<file path="src/rtl/psum_accumulate_writeback_pkg.sv">
// Shared control-bit positions, FSM encoding and write-enable constant for the
// psum accumulate/writeback path.
package psum_accumulate_writeback_pkg;

    localparam int CTRL_EN_BIT   = 0;
    localparam int CTRL_RELU_BIT = 4;

    // Wide enough for any byte-enable width; users slice the low NUM_BYTE bits.
    localparam logic [63:0] WREN_ALL = '1;

    typedef enum logic [1:0] {
        ST_IDLE = 2'd0,
        ST_RUN  = 2'd1,
        ST_DONE = 2'd2
    } state_t;

endpackage

</file>
<file path="src/rtl/psum_addr_pass_counter.sv">
// Output-index / pass counter: walks 0..last_addr once per pass and flags the
// final element of the final pass.
module psum_addr_pass_counter #(
    parameter int ADDR_WIDTH = 32,
    parameter int PASS_WIDTH = 16
) (
    input  logic                  clk,
    input  logic                  rst,
    input  logic                  clear,
    input  logic                  step,
    input  logic [ADDR_WIDTH-1:0] last_addr,
    input  logic [PASS_WIDTH-1:0] last_pass,
    output logic [ADDR_WIDTH-1:0] addr_cnt,
    output logic [PASS_WIDTH-1:0] pass_cnt,
    output logic                  last_elem
);

    logic addr_wrap;

    assign addr_wrap = (addr_cnt == last_addr);
    assign last_elem = addr_wrap && (pass_cnt == last_pass);

    // pass_cnt holds at the final pass so it keeps reporting a valid index
    always_ff @(posedge clk or negedge rst) begin
        if (!rst) begin
            addr_cnt <= '0;
            pass_cnt <= '0;
        end else if (clear) begin
            addr_cnt <= '0;
            pass_cnt <= '0;
        end else if (step) begin
            if (addr_wrap) begin
                addr_cnt <= '0;
                if (!last_elem)
                    pass_cnt <= pass_cnt + 1'b1;
            end else begin
                addr_cnt <= addr_cnt + 1'b1;
            end
        end
    end

endmodule

</file>
<file path="src/rtl/psum_accumulate_writeback.sv">
// Read-modify-write accumulation of the PE-array psum stream into the psum
// BRAM across channel-group passes, with optional ReLU on the last pass.
module psum_accumulate_writeback
    import psum_accumulate_writeback_pkg::*;
#(
    parameter int DATA_WIDTH = 32,
    parameter int ADDR_WIDTH = 32,
    parameter int NUM_BYTE   = 4,
    parameter int REG_WIDTH  = 32,
    parameter int PASS_WIDTH = 16
) (
    input  logic                  clk,
    input  logic                  rst,
    input  logic [REG_WIDTH-1:0]  i_conf_ctrl,
    input  logic [REG_WIDTH-1:0]  i_conf_outputsize,
    input  logic [PASS_WIDTH-1:0] i_conf_numpass,
    input  logic [DATA_WIDTH-1:0] i_psum_data,
    input  logic                  i_psum_valid,
    output logic                  o_psum_ready,
    output logic [ADDR_WIDTH-1:0] mem_raddr,
    input  logic [DATA_WIDTH-1:0] mem_rdat,
    output logic [ADDR_WIDTH-1:0] mem_waddr,
    output logic [DATA_WIDTH-1:0] mem_wdat,
    output logic [NUM_BYTE-1:0]   mem_wren,
    output logic                  mem_enb,
    output logic [PASS_WIDTH-1:0] o_pass_cnt,
    output logic                  o_done
);

    state_t state, state_nxt;
    logic en_q, relu_q, fin_acc;
    logic [ADDR_WIDTH-1:0] osize_q;
    logic [PASS_WIDTH-1:0] npass_q;
    logic start, abort, accept, last_elem;
    logic [ADDR_WIDTH-1:0] addr_cnt, raddr_q;
    logic [PASS_WIDTH-1:0] pass_cnt;
    logic [1:0] vld_pipe;
    logic [ADDR_WIDTH-1:0] s1_addr, waddr_q, pwaddr;
    logic [DATA_WIDTH-1:0] s1_psum, wdat_q, pwdat, prev, sum, wr_data;
    logic s1_first, s1_last, pwr;
    logic cfg_unused;

    assign cfg_unused = ^{i_conf_ctrl, i_conf_outputsize};

    assign start        = (state == ST_IDLE) && i_conf_ctrl[CTRL_EN_BIT] && !en_q;
    assign abort        = (state == ST_RUN) && !i_conf_ctrl[CTRL_EN_BIT];
    assign o_psum_ready = (state == ST_RUN) && !fin_acc;
    assign accept       = i_psum_valid && o_psum_ready;
    assign o_done       = (state == ST_DONE);
    assign o_pass_cnt   = pass_cnt;

    psum_addr_pass_counter #(
        .ADDR_WIDTH(ADDR_WIDTH),
        .PASS_WIDTH(PASS_WIDTH)
    ) u_cnt (
        .clk      (clk),
        .rst      (rst),
        .clear    (start),
        .step     (accept),
        .last_addr(osize_q),
        .last_pass(npass_q),
        .addr_cnt (addr_cnt),
        .pass_cnt (pass_cnt),
        .last_elem(last_elem)
    );

    always_ff @(posedge clk or negedge rst) begin
        if (!rst) state <= ST_IDLE;
        else      state <= state_nxt;
    end

    always_comb begin
        state_nxt = state;
        unique case (state)
            ST_IDLE: if (start) state_nxt = ST_RUN;
            ST_RUN: begin
                if (abort)                        state_nxt = ST_IDLE;
                else if (fin_acc && !vld_pipe[0]) state_nxt = ST_DONE;
            end
            ST_DONE: if (!i_conf_ctrl[CTRL_EN_BIT]) state_nxt = ST_IDLE;
            default: state_nxt = ST_IDLE;
        endcase
    end

    always_ff @(posedge clk or negedge rst) begin
        if (!rst) begin
            en_q    <= 1'b0;
            relu_q  <= 1'b0;
            fin_acc <= 1'b0;
            osize_q <= '0;
            npass_q <= '0;
        end else begin
            en_q <= i_conf_ctrl[CTRL_EN_BIT];
            if (start) begin
                osize_q <= i_conf_outputsize[ADDR_WIDTH-1:0];
                npass_q <= i_conf_numpass;
                relu_q  <= i_conf_ctrl[CTRL_RELU_BIT];
                fin_acc <= 1'b0;
            end else if (accept && last_elem) begin
                fin_acc <= 1'b1;
            end
        end
    end

    // Forward from the write on the port now, then from last cycle's write,
    // which the BRAM read issued alongside it could not yet observe.
    always_comb begin
        prev = mem_rdat;
        if (vld_pipe[1] && (waddr_q == s1_addr))
            prev = wdat_q;
        else if (pwr && (pwaddr == s1_addr))
            prev = pwdat;
        sum     = s1_first ? s1_psum : (s1_psum + prev);
        wr_data = (s1_last && relu_q && sum[DATA_WIDTH-1]) ? '0 : sum;
    end

    always_ff @(posedge clk or negedge rst) begin
        if (!rst) begin
            vld_pipe <= '0;
            raddr_q  <= '0;
            s1_addr  <= '0;
            s1_psum  <= '0;
            s1_first <= 1'b0;
            s1_last  <= 1'b0;
            waddr_q  <= '0;
            wdat_q   <= '0;
            pwr      <= 1'b0;
            pwaddr   <= '0;
            pwdat    <= '0;
        end else begin
            vld_pipe <= abort ? 2'b00 : {vld_pipe[0], accept};
            if (accept) begin
                raddr_q  <= addr_cnt;
                s1_addr  <= addr_cnt;
                s1_psum  <= i_psum_data;
                s1_first <= (pass_cnt == '0);
                s1_last  <= (pass_cnt == npass_q);
            end
            if (vld_pipe[0]) begin
                waddr_q <= s1_addr;
                wdat_q  <= wr_data;
            end
            pwr    <= vld_pipe[1];
            pwaddr <= waddr_q;
            pwdat  <= wdat_q;
        end
    end

    assign mem_raddr = accept ? addr_cnt : raddr_q;
    assign mem_waddr = waddr_q;
    assign mem_wdat  = wdat_q;
    assign mem_enb   = vld_pipe[1];
    assign mem_wren  = vld_pipe[1] ? WREN_ALL[NUM_BYTE-1:0] : '0;

endmodule

</file>
<file path="config.mk">
export PLATFORM = sky130hd
export DESIGN_NAME = psum_accumulate_writeback
export DESIGN_NICKNAME = d
export VERILOG_FILES = /design/src/rtl/psum_accumulate_writeback_pkg.sv /design/src/rtl/psum_addr_pass_counter.sv /design/src/rtl/psum_accumulate_writeback.sv
export SDC_FILE = /design/constraint.sdc
export NUM_CORES = 1
export LEC_CHECK = 0
export ABC_AREA = 0
export CAP_MARGIN = 5
export CORE_ASPECT_RATIO = 1.1
export CORE_MARGIN = 3
export CORE_UTILIZATION = 45
export DETAILED_ROUTE_END_ITERATION = 10
export HOLD_SLACK_MARGIN = 0.03
export PLACE_DENSITY_LB_ADDON = 0.1
export SETUP_SLACK_MARGIN = 0.1
export SLEW_MARGIN = 40
export SYNTH_ARGS = -nofsm -noshare
export SYNTH_HDL_FRONTEND = slang
export SYNTH_SLANG_ARGS = --single-unit
</file>
<file path="constraint.sdc">
create_clock -name clk -period 5.2 [get_ports clk]
set_input_delay 1.04 -clock clk [delete_from_list [all_inputs] [get_ports clk]]
set_output_delay 1.04 -clock clk [all_outputs]
set_load 0.05 [all_outputs]
</file>
==> reports/qor.csv, run 1 <==
stage,metric,value,unit
setup_path,worst_setup_path_end_kind,flip-flop,
layout,area_growth_syn_to_layout,26.0,%
setup_path,worst-r2r-cell-count,18,
floorplan,design.die.area,38100,sq um
layout,final_cell_mix,"328 x nand2_1, 328 x dfrtp_1, 234 x clkdlybuf4s50_1",
layout,antenna_cells,0,
status,status,"finished, final reports clean",
clocking,cts_tree,done,
min_path,hold_removal_path_class,primary input to async pin,
global_route,grt_overflow_total,0,
synthesis,avg_inst_size_synth,10.0,sq um
sta,post-route-min-period,4.83,ns
clocking,tritoncts.num_buffers,36,
detailed_routing,routed_via_density,5.29,
synthesis,synth_enable_flop_cells,0,
place,detailed_place.area,19100,sq um
synthesis,synthesis.area,16100,sq um
detailed_routing,routed_wirelength,42900,microns
sta,hold_slack_final,0.393,ns
layout,post-route-util,57.6,%
clocking,clock_insertion_delay_worst_skew,0.53,ns
pwr,p_leak,9.45,nW
detailed_routing,drt_iter0_drc,763,
clocking,tritoncts_num_sinks,330,
synthesis,post_synth_cell_types,63,
place,gp_congestion,0.873,
floorplan,initial_utilization,45.7,%
global_route,number_of_antenna_violations_at_the_first_check_in_global_routing,3,
floorplan,die_height,204,microns
sta,finalHoldViolations,0,
floorplan,die_w,186,microns
layout,post-route-cell-area,20300,sq um
detailed_routing,detail_route.wl_per_cell,18.3,microns
setup_path,critical_path_arrival,5.22,ns
sta,final_min_period_over_clock_period,92.8,%
detailed_routing,ant_nets,0,
sta,rsz0062_at_grt,no,
clocking,ctsRootBufferMaster,clkbuf_16,
layout,drive_gt1_share,9.94,%
detailed_routing,route.detailed.drc,0,
setup_path,worst_path_max_delay_cell,or4_1,
layout,num-nets-final,2018,
setup_path,cp_num_buf_inv,2,
global_route,track_usage,22.4,%
setup_path,crit_path_max_fanout,49,
setup_path,cp_top_family,simple AND/OR/NAND/NOR gates,
setup_path,largest_stage_delay_on_the_critical_path,0.53,ns
place,hpwl_after_detailed_placement,30900,microns
setup_path,crit_required,5.59,ns
floorplan,core_region_area,35200,sq um
clocking,cts_htree_levels,2,
global_route,grt_pass1_vias,12200,
pwr,p_per_area,392,nW/um^2
place,port-buffer-count,235,
sta,timing.setup.tns,0,ns
sta,report.final.slew_viol_count,0,
clocking,post_cts_hold_buffer_count,0,
layout,fillers,3099,
sta,timing.max_slew.rel_slack,51.7,%
sta,worst-slew-pin-transition,0.725,ns
setup_path,startpoint_type,flip-flop,
floorplan,floorplan.rows,72,
setup_path,critical_path_depth,18,
synthesis,postSynth.asyncResetShare,100,%
job,maxCapViolations,0,
detailed_routing,drt_first_pass_iters,8,
sta,clock-skew-final,0.0205,ns
sta,fmaxAchievable,207,MHz
setup_path,worstSetupPathType,flip-flop to flip-flop,
synthesis,synth.ff_latch_count,330,
global_route,largest_net_degree_at_the_start_of_global_routing,98,
clocking,path_clk_slew,0.06,ns
synthesis,synth-warning-count,0,
synthesis,synth_nets,1789,
sta,finalSetupViolCount,0,
synthesis,netlist_instances,1606,
setup_path,reg2reg_slack,0.37,ns
pwr,ir_worst_vdd,0.000223,V
floorplan,ioPinCount,266,
global_route,wire_length_of_the_first_global_routing_pass,68400,microns
clocking,clk_path_buf_depth,3,
detailed_routing,vias,12400,
synthesis,synthFlopType,dfrtp_1,
setup_path,critical_path.cell_chain,xor2_1 > nor4_1 > nand4_1 > or3_4 > buf_6 > nor2_1 > a21oi_1 > ha_1 > nand4_1 > o31ai_1 > nand2_1 > a21oi_1 > a211oi_2 > or4_1 > o311a_1 > nand2_4 > buf_12 > a211oi_1,
synthesis,fraction_of_the_yosys_area_taken_by_sequential_cells,51.3,%
state kept, by name, summed over array words and instances, names as in the netlist, 2 cells and up:
signal and flops:
mem_waddr 32, mem_wdat 32, osize_q 32, pwaddr 32, pwdat 32, raddr_q 32, s1_addr 32, s1_psum 32
u_cnt.addr_cnt 32, npass_q 16, u_cnt.pass_cnt 16, state 2, vld_pipe 2
logic make-up (layout without fill, tap and decap cells):
| group | count (synthesis) | in the layout | synth area share (%) |
|---|---|---|---|
| simple gates | 607 | 607 | 16.6 |
| flops | 330 | 330 | 51.3 |
| compound gates | 241 | 241 | 9.37 |
| xor+xnor | 165 | 165 | 8.98 |
| mux | 123 | 123 | 8.28 |
| buf+inv | 104 | 359 | 2.68 |
| fa+ha+maj | 36 | 36 | 2.84 |
final cells by class:
cell class | instances | area (sq um) | area share [%]
inverter | 28 | 105 | 0.518
clock inverter | 9 | 135 | 0.666
tap | 481 | 602 | 2.97
sequential | 330 | 8260 | 40.7
timing repair buffer | 267 | 2710 | 13.3
clock buffer | 55 | 1010 | 4.99
multi-input combinational | 1172 | 7470 | 36.8
cell usage after synthesis (13+ instances only):
cell type / number / share of area (%)
a211oi_1: 13 / 0.61
a21o_1: 17 / 0.79
a21oi_1: 80 / 2.5
clkbuf_1: 56 / 1.3
dfrtp_1: 330 / 51
ha_1: 35 / 2.7
inv_1: 28 / 0.65
mux2_2: 81 / 5.7
mux2i_1: 42 / 2.6
nand2_1: 328 / 7.6
nand3_1: 24 / 0.75
nand4_1: 39 / 1.5
nor2_1: 119 / 2.8
nor3_1: 13 / 0.40
nor4_1: 21 / 0.82
o211ai_1: 26 / 1.2
o21ai_0: 54 / 1.7
or3_1: 15 / 0.58
xnor2_1: 108 / 5.9
xor2_1: 57 / 3.1
per-layer routing:
metal | routed length, microns | up-vias | GRT usage [%]
li1 | - | 5960 | -
met5 | 30 | - | 0
met4 | 969 | 6 | 6.24
met1 | 20000 | 6017 | 32.1
met3 | 2530 | 71 | 4.25
met2 | 19400 | 333 | 34.8
power by group:
group	switching, mW	internal, mW	total (mW)
sequential	0.282	2.94	3.22
combinational	1.30	0.903	2.21
clock	1.04	1.50	2.53
what timing repair did:
| action | CTS | global route |
|---|---|---|
| pin swaps | 0 | 2 |
| gates resized for setup | 1 | 8 |
| endpoints found under the setup margin | 1 | 32 |
| gates cloned | 0 | 0 |
| setup buffers | 0 | 1 |
worst paths after layout:
check | startpoint | to
setup / recovery | s1_addr[24] | mem_wdat[0]
max in group asynchronous | rst | s1_first
setup reg to reg | s1_addr[24] | mem_wdat[0]
hold reg to reg | mem_wdat[25] | pwdat[25]
min in group clk | mem_wdat[25] | pwdat[25]
hold / removal | rst | mem_waddr[17]
through the flow:
stage | cells | worst slack, ns | total power [mW]
detailed placement | 2276 | 0.129 | 5.47
finish | 2342 | 0.374 | 7.96
global placement | 2275 | 0.148 | 5.42
global route | 2342 | 0.0822 | 8.37
CTS | 2340 | 0.100 | 8.04
floorplan | 1606 | 0.817 | 4.68
Power figures use the tool's default switching activity.
==> run 2, diff against run 1 <==
--- a/config.mk
+++ b/config.mk
@@ -6,11 +6,10 @@
 export NUM_CORES = 1
 export LEC_CHECK = 0
 export ABC_AREA = 0
-export CAP_MARGIN = 5
 export CORE_ASPECT_RATIO = 1.1
-export CORE_MARGIN = 3
 export CORE_UTILIZATION = 45
 export DETAILED_ROUTE_END_ITERATION = 10
+export GPL_ROUTABILITY_DRIVEN = 0
 export HOLD_SLACK_MARGIN = 0.03
 export PLACE_DENSITY_LB_ADDON = 0.1
 export SETUP_SLACK_MARGIN = 0.1
==> run 2 against run 1 <==
  * Via count is 0.41% lower
  * Register-to-register slack got worse by 0.03 ns
  * Sequential cell count stayed put
  * Critical endpoint unchanged
  * Largest power group unchanged
==> reports/qor.csv, run 2 (synthesized netlist as in run 1, its figures left out) <==
stage,metric,value,unit
status,status,"finished, final reports clean",
detailed_routing,drt_iter0_drc,848,
global_route,wire_length_of_the_first_global_routing_pass,67200,microns
setup_path,cp_num_buf_inv,3,
layout,antenna_cells,0,
sta,finalHoldViolations,0,
setup_path,worst-r2r-cell-count,19,
sta,worst-slew-pin-transition,0.714,ns
layout,final_cell_mix,"328 x nand2_1, 328 x dfrtp_1, 234 x clkdlybuf4s50_1",
pwr,post-layout-total-power,7.86,mW
min_path,min-delay-start,mem_wdat[28],
place,dpl_worst_slack,0.159,ns
sta,hold_slack_final,0.416,ns
setup_path,largest_stage_delay_on_the_critical_path,0.55,ns
layout,layoutNonFillerInstCount,2338,
global_route,grt_overflow_total,0,
floorplan,core_region_area,35200,sq um
sta,fmaxAchievable,206,MHz
detailed_routing,detail_route.wl_per_cell,18.0,microns
setup_path,critical_path_arrival,5.22,ns
detailed_routing,routed_via_density,5.28,
setup_path,worst_path_max_delay_cell,or4_1,
place,hpwl_after_detailed_placement,30400,microns
clocking,ctsRootBufferMaster,clkbuf_16,
sta,worst_slack,0.347,ns
floorplan,initial_utilization,45.7,%
clocking,clk_path_buf_depth,3,
setup_path,critical_path.cell_chain,xnor2_1 > nand4_1 > nor4_1 > buf_4 > nand3_2 > buf_4 > mux2i_1 > a21oi_1 > ha_1 > nand3_1 > o211ai_2 > a41oi_1 > a21oi_2 > a211oi_2 > or4_1 > o311a_1 > nand2_4 > buf_12 > a211oi_1,
setup_path,reg2reg_slack,0.35,ns
sta,timing.setup.tns,0,ns
setup_path,cp_top_family,simple AND/OR/NAND/NOR gates,
pwr,p_per_area,388,nW/um^2
setup_path,critical_path.reg2reg.endpoint,mem_wdat[0],
clocking,tritoncts_num_sinks,330,
place,port-buffer-count,235,
clocking,tritoncts.num_buffers,36,
clocking,post_cts.repair.setup_buffers,0,
global_route,number_of_antenna_violations_at_the_first_check_in_global_routing,0,
clocking,cts_tree,done,
min_path,min_delay_worst_endpoint,pwdat[28],
global_route,track_usage,23.5,%
layout,area_growth_syn_to_layout,25.8,%
sta,timing.max_slew.rel_slack,52.4,%
sta,post-route-min-period,4.85,ns
global_route,grt_pass1_vias,12000,
pwr,p_leak,9.45,nW
detailed_routing,drt_first_pass_iters,5,
sta,finalSetupViolCount,0,
floorplan,die_w,182,microns
sta,final_min_period_over_clock_period,93.3,%
floorplan,ioPinCount,266,
detailed_routing,vias,12300,
floorplan,floorplan.rows,72,
sta,rsz0062_at_grt,no,
setup_path,worstSetupPathType,flip-flop to flip-flop,
pwr,ir_worst_vdd,0.000226,V
clocking,clock_insertion_delay_worst_skew,0.53,ns
layout,num-nets-final,2020,
detailed_routing,ant_nets,0,
detailed_routing,route.detailed.drc,0,
setup_path,crit_path_max_fanout,17,
setup_path,worst_setup_path_end_kind,flip-flop,
setup_path,cpMostUsedCell,buf_4,
floorplan,die_height,200,microns
clocking,cts_htree_levels,2,
floorplan,design.die.area,36500,sq um
clocking,post_cts_hold_buffer_count,0,
job,maxCapViolations,0,
setup_path,reg2reg_from,s1_addr[30],
global_route,largest_net_degree_at_the_start_of_global_routing,80,
clocking,path_clk_slew,0.06,ns
detailed_routing,routed_wirelength,42000,microns
setup_path,crit_required,5.57,ns
min_path,min_delay_path_depth,0,
layout,drive_gt1_share,10.5,%
sta,clock-skew-final,0.0193,ns
min_path,hold_removal_path_class,flip-flop to flip-flop,
place,dp.cells,2280,
sta,report.final.slew_viol_count,0,
setup_path,startpoint_type,flip-flop,
[run 2: worst max path at each step]
stage	depth (start not counted)	end	slack (ns)	startpoint
4_1_cts	17	mem_wdat[30]	0.14	s1_addr[24]
3_3_place_gp	18	mem_wdat[30]	0.21	s1_addr[5]
6_report	19	mem_wdat[0]	0.35	s1_addr[30]
3_5_place_dp	18	mem_wdat[30]	0.16	s1_addr[5]
2_1_floorplan	18	mem_wdat[16]	0.82	mem_waddr[4]
5_1_grt	19	mem_wdat[28]	0.07	s1_addr[30]
[run 2: worst register-to-register path: stages, from the launching register on]
cell,delay [ns]
dfrtp_1,0.42
xnor2_1,0.29
nand4_1,0.14
nor4_1,0.32
buf_4,0.19
nand3_2,0.24
buf_4,0.29
mux2i_1,0.16
a21oi_1,0.09
ha_1,0.37
nand3_1,0.11
o211ai_2,0.25
a41oi_1,0.20
a21oi_2,0.35
a211oi_2,0.20
or4_1,0.55
o311a_1,0.18
nand2_4,0.12
buf_12,0.16
a211oi_1,0.07
[run 2: power by group]
| group | internal [mW] | total (mW) | switching [mW] |
|---|---|---|---|
| clock | 1.42 | 2.43 | 1.01 |
| sequential | 2.94 | 3.23 | 0.290 |
| combinational | 0.901 | 2.20 | 1.30 |
[run 2: repair_timing]
item,CTS,global route
gates resized for setup,1,9
endpoints found under the hold margin,0,0
endpoints found under the setup margin,1,32
[run 2: final cells by class]
cell class              instances  area [sq um]
clock buffers                  49          1020
clock inverters                 9          88.8
fillers                      3125         15000
inverters                      28           105
multi-input cells            1172          7490
flip-flops and latches        330          8260
well taps                     481           602
repair buffers                269          2700
[run 2: through the flow]
stage	util [%]	area, sq um
after global routing	57.5	20300
final	57.5	20300
after global placement	54.1	19100
after detailed placement	54.2	19100
after CTS	57.4	20200
after floorplan	-	16100
[run 2: routing by layer]
layer | vias up | share of wire [%] | track usage [%]
met3 | 62 | 4.8 | 3.69
met2 | 331 | 45 | 35.9
li1 | 5969 | - | -
met1 | 5974 | 48 | 34.7
met5 | - | 0 | 0
met4 | 0 | 2.2 | 6.06
==> run 3, diff against run 2 <==
--- a/config.mk
+++ b/config.mk
@@ -10,8 +10,9 @@
 export CORE_UTILIZATION = 45
 export DETAILED_ROUTE_END_ITERATION = 10
 export GPL_ROUTABILITY_DRIVEN = 0
+export GPL_TIMING_DRIVEN = 0
 export HOLD_SLACK_MARGIN = 0.03
-export PLACE_DENSITY_LB_ADDON = 0.1
+export PLACE_DENSITY = 0.69
 export SETUP_SLACK_MARGIN = 0.1
 export SLEW_MARGIN = 40
 export SYNTH_ARGS = -nofsm -noshare
==> run 3 against run 2 <==
  * Clock power increased by 9.5%
  * Sequential power barely moved
  * Cell area increased by 1.6%
  * Critical path depth is the same
  * Core utilization is 0.94 points higher
  * Sequential share of layout area down 0.68 points
  * Routed wire length up 10%
==> reports/qor.csv, run 3 (synthesized netlist as in run 1, its figures left out) <==
stage,metric,value,unit
layout,drive_gt1_share,10.4,%
place,port-buffer-count,235,
layout,final_cell_mix,"330 x dfrtp_1, 328 x nand2_1, 233 x clkdlybuf4s50_1",
status,status,"finished, final reports clean",
clocking,clk_path_buf_depth,3,
floorplan,die_w,182,microns
sta,fmaxAchievable,201,MHz
sta,clock-skew-final,0.0230,ns
setup_path,startpoint_type,flip-flop,
setup_path,crit_path_max_fanout,10,
job,maxCapViolations,0,
floorplan,ioPinCount,266,
detailed_routing,routed_wirelength,46300,microns
clocking,ctsRootBufferMaster,clkbuf_16,
setup_path,worstSetupPathType,flip-flop to flip-flop,
floorplan,core_region_area,35200,sq um
sta,timing.max_slew.rel_slack,43.2,%
layout,layoutNonFillerInstCount,2391,
pwr,p_sw,2.73,mW
clocking,clock_insertion_delay_worst_skew,0.55,ns
setup_path,crit_required,5.58,ns
layout,area_growth_syn_to_layout,27.9,%
pwr,power.switching_fraction,33.4,%
floorplan,initial_utilization,45.7,%
floorplan,design.die.area,36500,sq um
place,dp.cells,2328,
detailed_routing,vias,13100,
detailed_routing,ant_nets,0,
pwr,total_internal_power,5.43,mW
sta,post-route-min-period,4.98,ns
clocking,cts_htree_levels,2,
pwr,pwr-share-clk,32.6,%
layout,antenna_cells,0,
detailed_routing,drt_iter0_drc,980,
floorplan,floorplan.rows,72,
min_path,hold_removal_path_class,primary input to async pin,
detailed_routing,drt_first_pass_iters,6,
sta,finalHoldViolations,0,
pwr,ir_worst_vdd,0.000236,V
pwr,p_per_area,396,nW/um^2
clocking,cts_tree,done,
setup_path,worst_setup_path_end_kind,flip-flop,
place,hpwl_after_detailed_placement,34500,microns
floorplan,die_height,200,microns
global_route,number_of_antenna_violations_at_the_first_check_in_global_routing,0,
global_route,grt_pass1_vias,13100,
sta,worst-slew-pin-transition,0.852,ns
sta,final_min_period_over_clock_period,95.7,%
detailed_routing,detail_route.wl_per_cell,19.4,microns
layout,layout.cells.most_common,dfrtp_1,
layout,post-route-cell-area,20600,sq um
place,detailed_place.area,19200,sq um
clocking,path_clk_slew,0.06,ns
detailed_routing,routed_via_density,5.47,
setup_path,critical_path_arrival,5.36,ns
pwr,p_leak,9.58,nW
clocking,tritoncts_num_sinks,330,
global_route,grt_overflow_total,0,
global_route,track_usage,25.5,%
global_route,largest_net_degree_at_the_start_of_global_routing,72,
global_route,wire_length_of_the_first_global_routing_pass,72700,microns
clocking,tritoncts.num_buffers,36,
pwr,comb_power_share,27.6,%
sta,finalSetupViolCount,0,
sta,report.final.slew_viol_count,0,
layout,num-nets-final,2070,
sta,rsz0062_at_grt,yes,
pwr,sequential_share_of_power,39.8,%
detailed_routing,route.detailed.drc,0,
[run 3: routing by layer]
metal	vias up	wire length (microns)	part of all wire [%]	global-route usage, %
li1	6072	-	-	-
met1	6406	20000	43	33.8
met2	487	22000	48	41.9
met3	121	2370	5.1	3.69
met4	0	1920	4.2	10.8
met5	-	0	0	0
[run 3: power by group through the flow]
stage	clock network (mW)	logic [mW]	registers, mW
detailed placement	0	2.18	3.29
global route	2.80	2.43	3.30
CTS	2.70	2.21	3.24
floorplan	0	1.08	3.60
global placement	0	2.12	3.28
finish	2.66	2.26	3.25
[run 3: stage by stage]
stage | TNS, ns | hold WS (ns) | util, % | total power [mW] | setup WS, ns
global route | 0 | 0.410 | 58.5 | 8.52 | 0.0217
floorplan | 0 | 0.461 | - | 4.68 | 0.817
detailed placement | -6.09 | 0.407 | 54.6 | 5.46 | -0.352
global placement | -3686.88 | 0.409 | 54.1 | 5.40 | -11.15
CTS | 0 | 0.399 | 58.2 | 8.15 | 0.104
finish | 0 | 0.400 | 58.5 | 8.16 | 0.222
[run 3: area by class of cell]
cell class	count	area (sq um)
fill	2970	14600
sequential	330	8260
multi-input combinational	1172	7540
timing repair buffer	244	2520
clock buffer	49	1030
tap	481	602
buffer	75	347
clock inverter	12	194
inverter	28	105
[run 3: repair_timing]
item / CTS / global route
endpoints found under the setup margin: 36 / 43
hold buffers: 0 / 0
resized for setup: 16 / 20
buffers inserted: 0 / 3
hold endpoints to repair: 0 / 0
pin swaps: 0 / 3
[run 3: path summary, 6_finish.rpt]
check                            start      endpoint  slack (ns)  cells past startpoint
max                        s1_addr[30]  mem_wdat[19]        0.22                     19
min                                rst  mem_waddr[7]        0.40                      1
max reg2reg                s1_addr[30]  mem_wdat[19]        0.22                     19
min reg2reg                mem_wdat[0]      pwdat[0]        0.41                      0
max in group asynchronous          rst    npass_q[9]        3.87                      3
min in group clk           mem_wdat[0]      pwdat[0]        0.41                      0
[run 3: critical path, cell delays in order (launching register included)]
cell      delay, ns
dfrtp_1        0.44
xnor2_1        0.32
nand4_1        0.19
nor4_4         0.41
nand3_2        0.23
buf_2          0.34
mux2i_1        0.27
a21oi_1        0.11
ha_1           0.28
buf_2          0.18
nand4_1        0.26
o31ai_1        0.32
nand2_1        0.13
a21oi_2        0.23
a211oi_4       0.09
or2_2          0.33
o311a_1        0.37
nand2_4        0.11
buf_6          0.16
a211oi_1       0.06
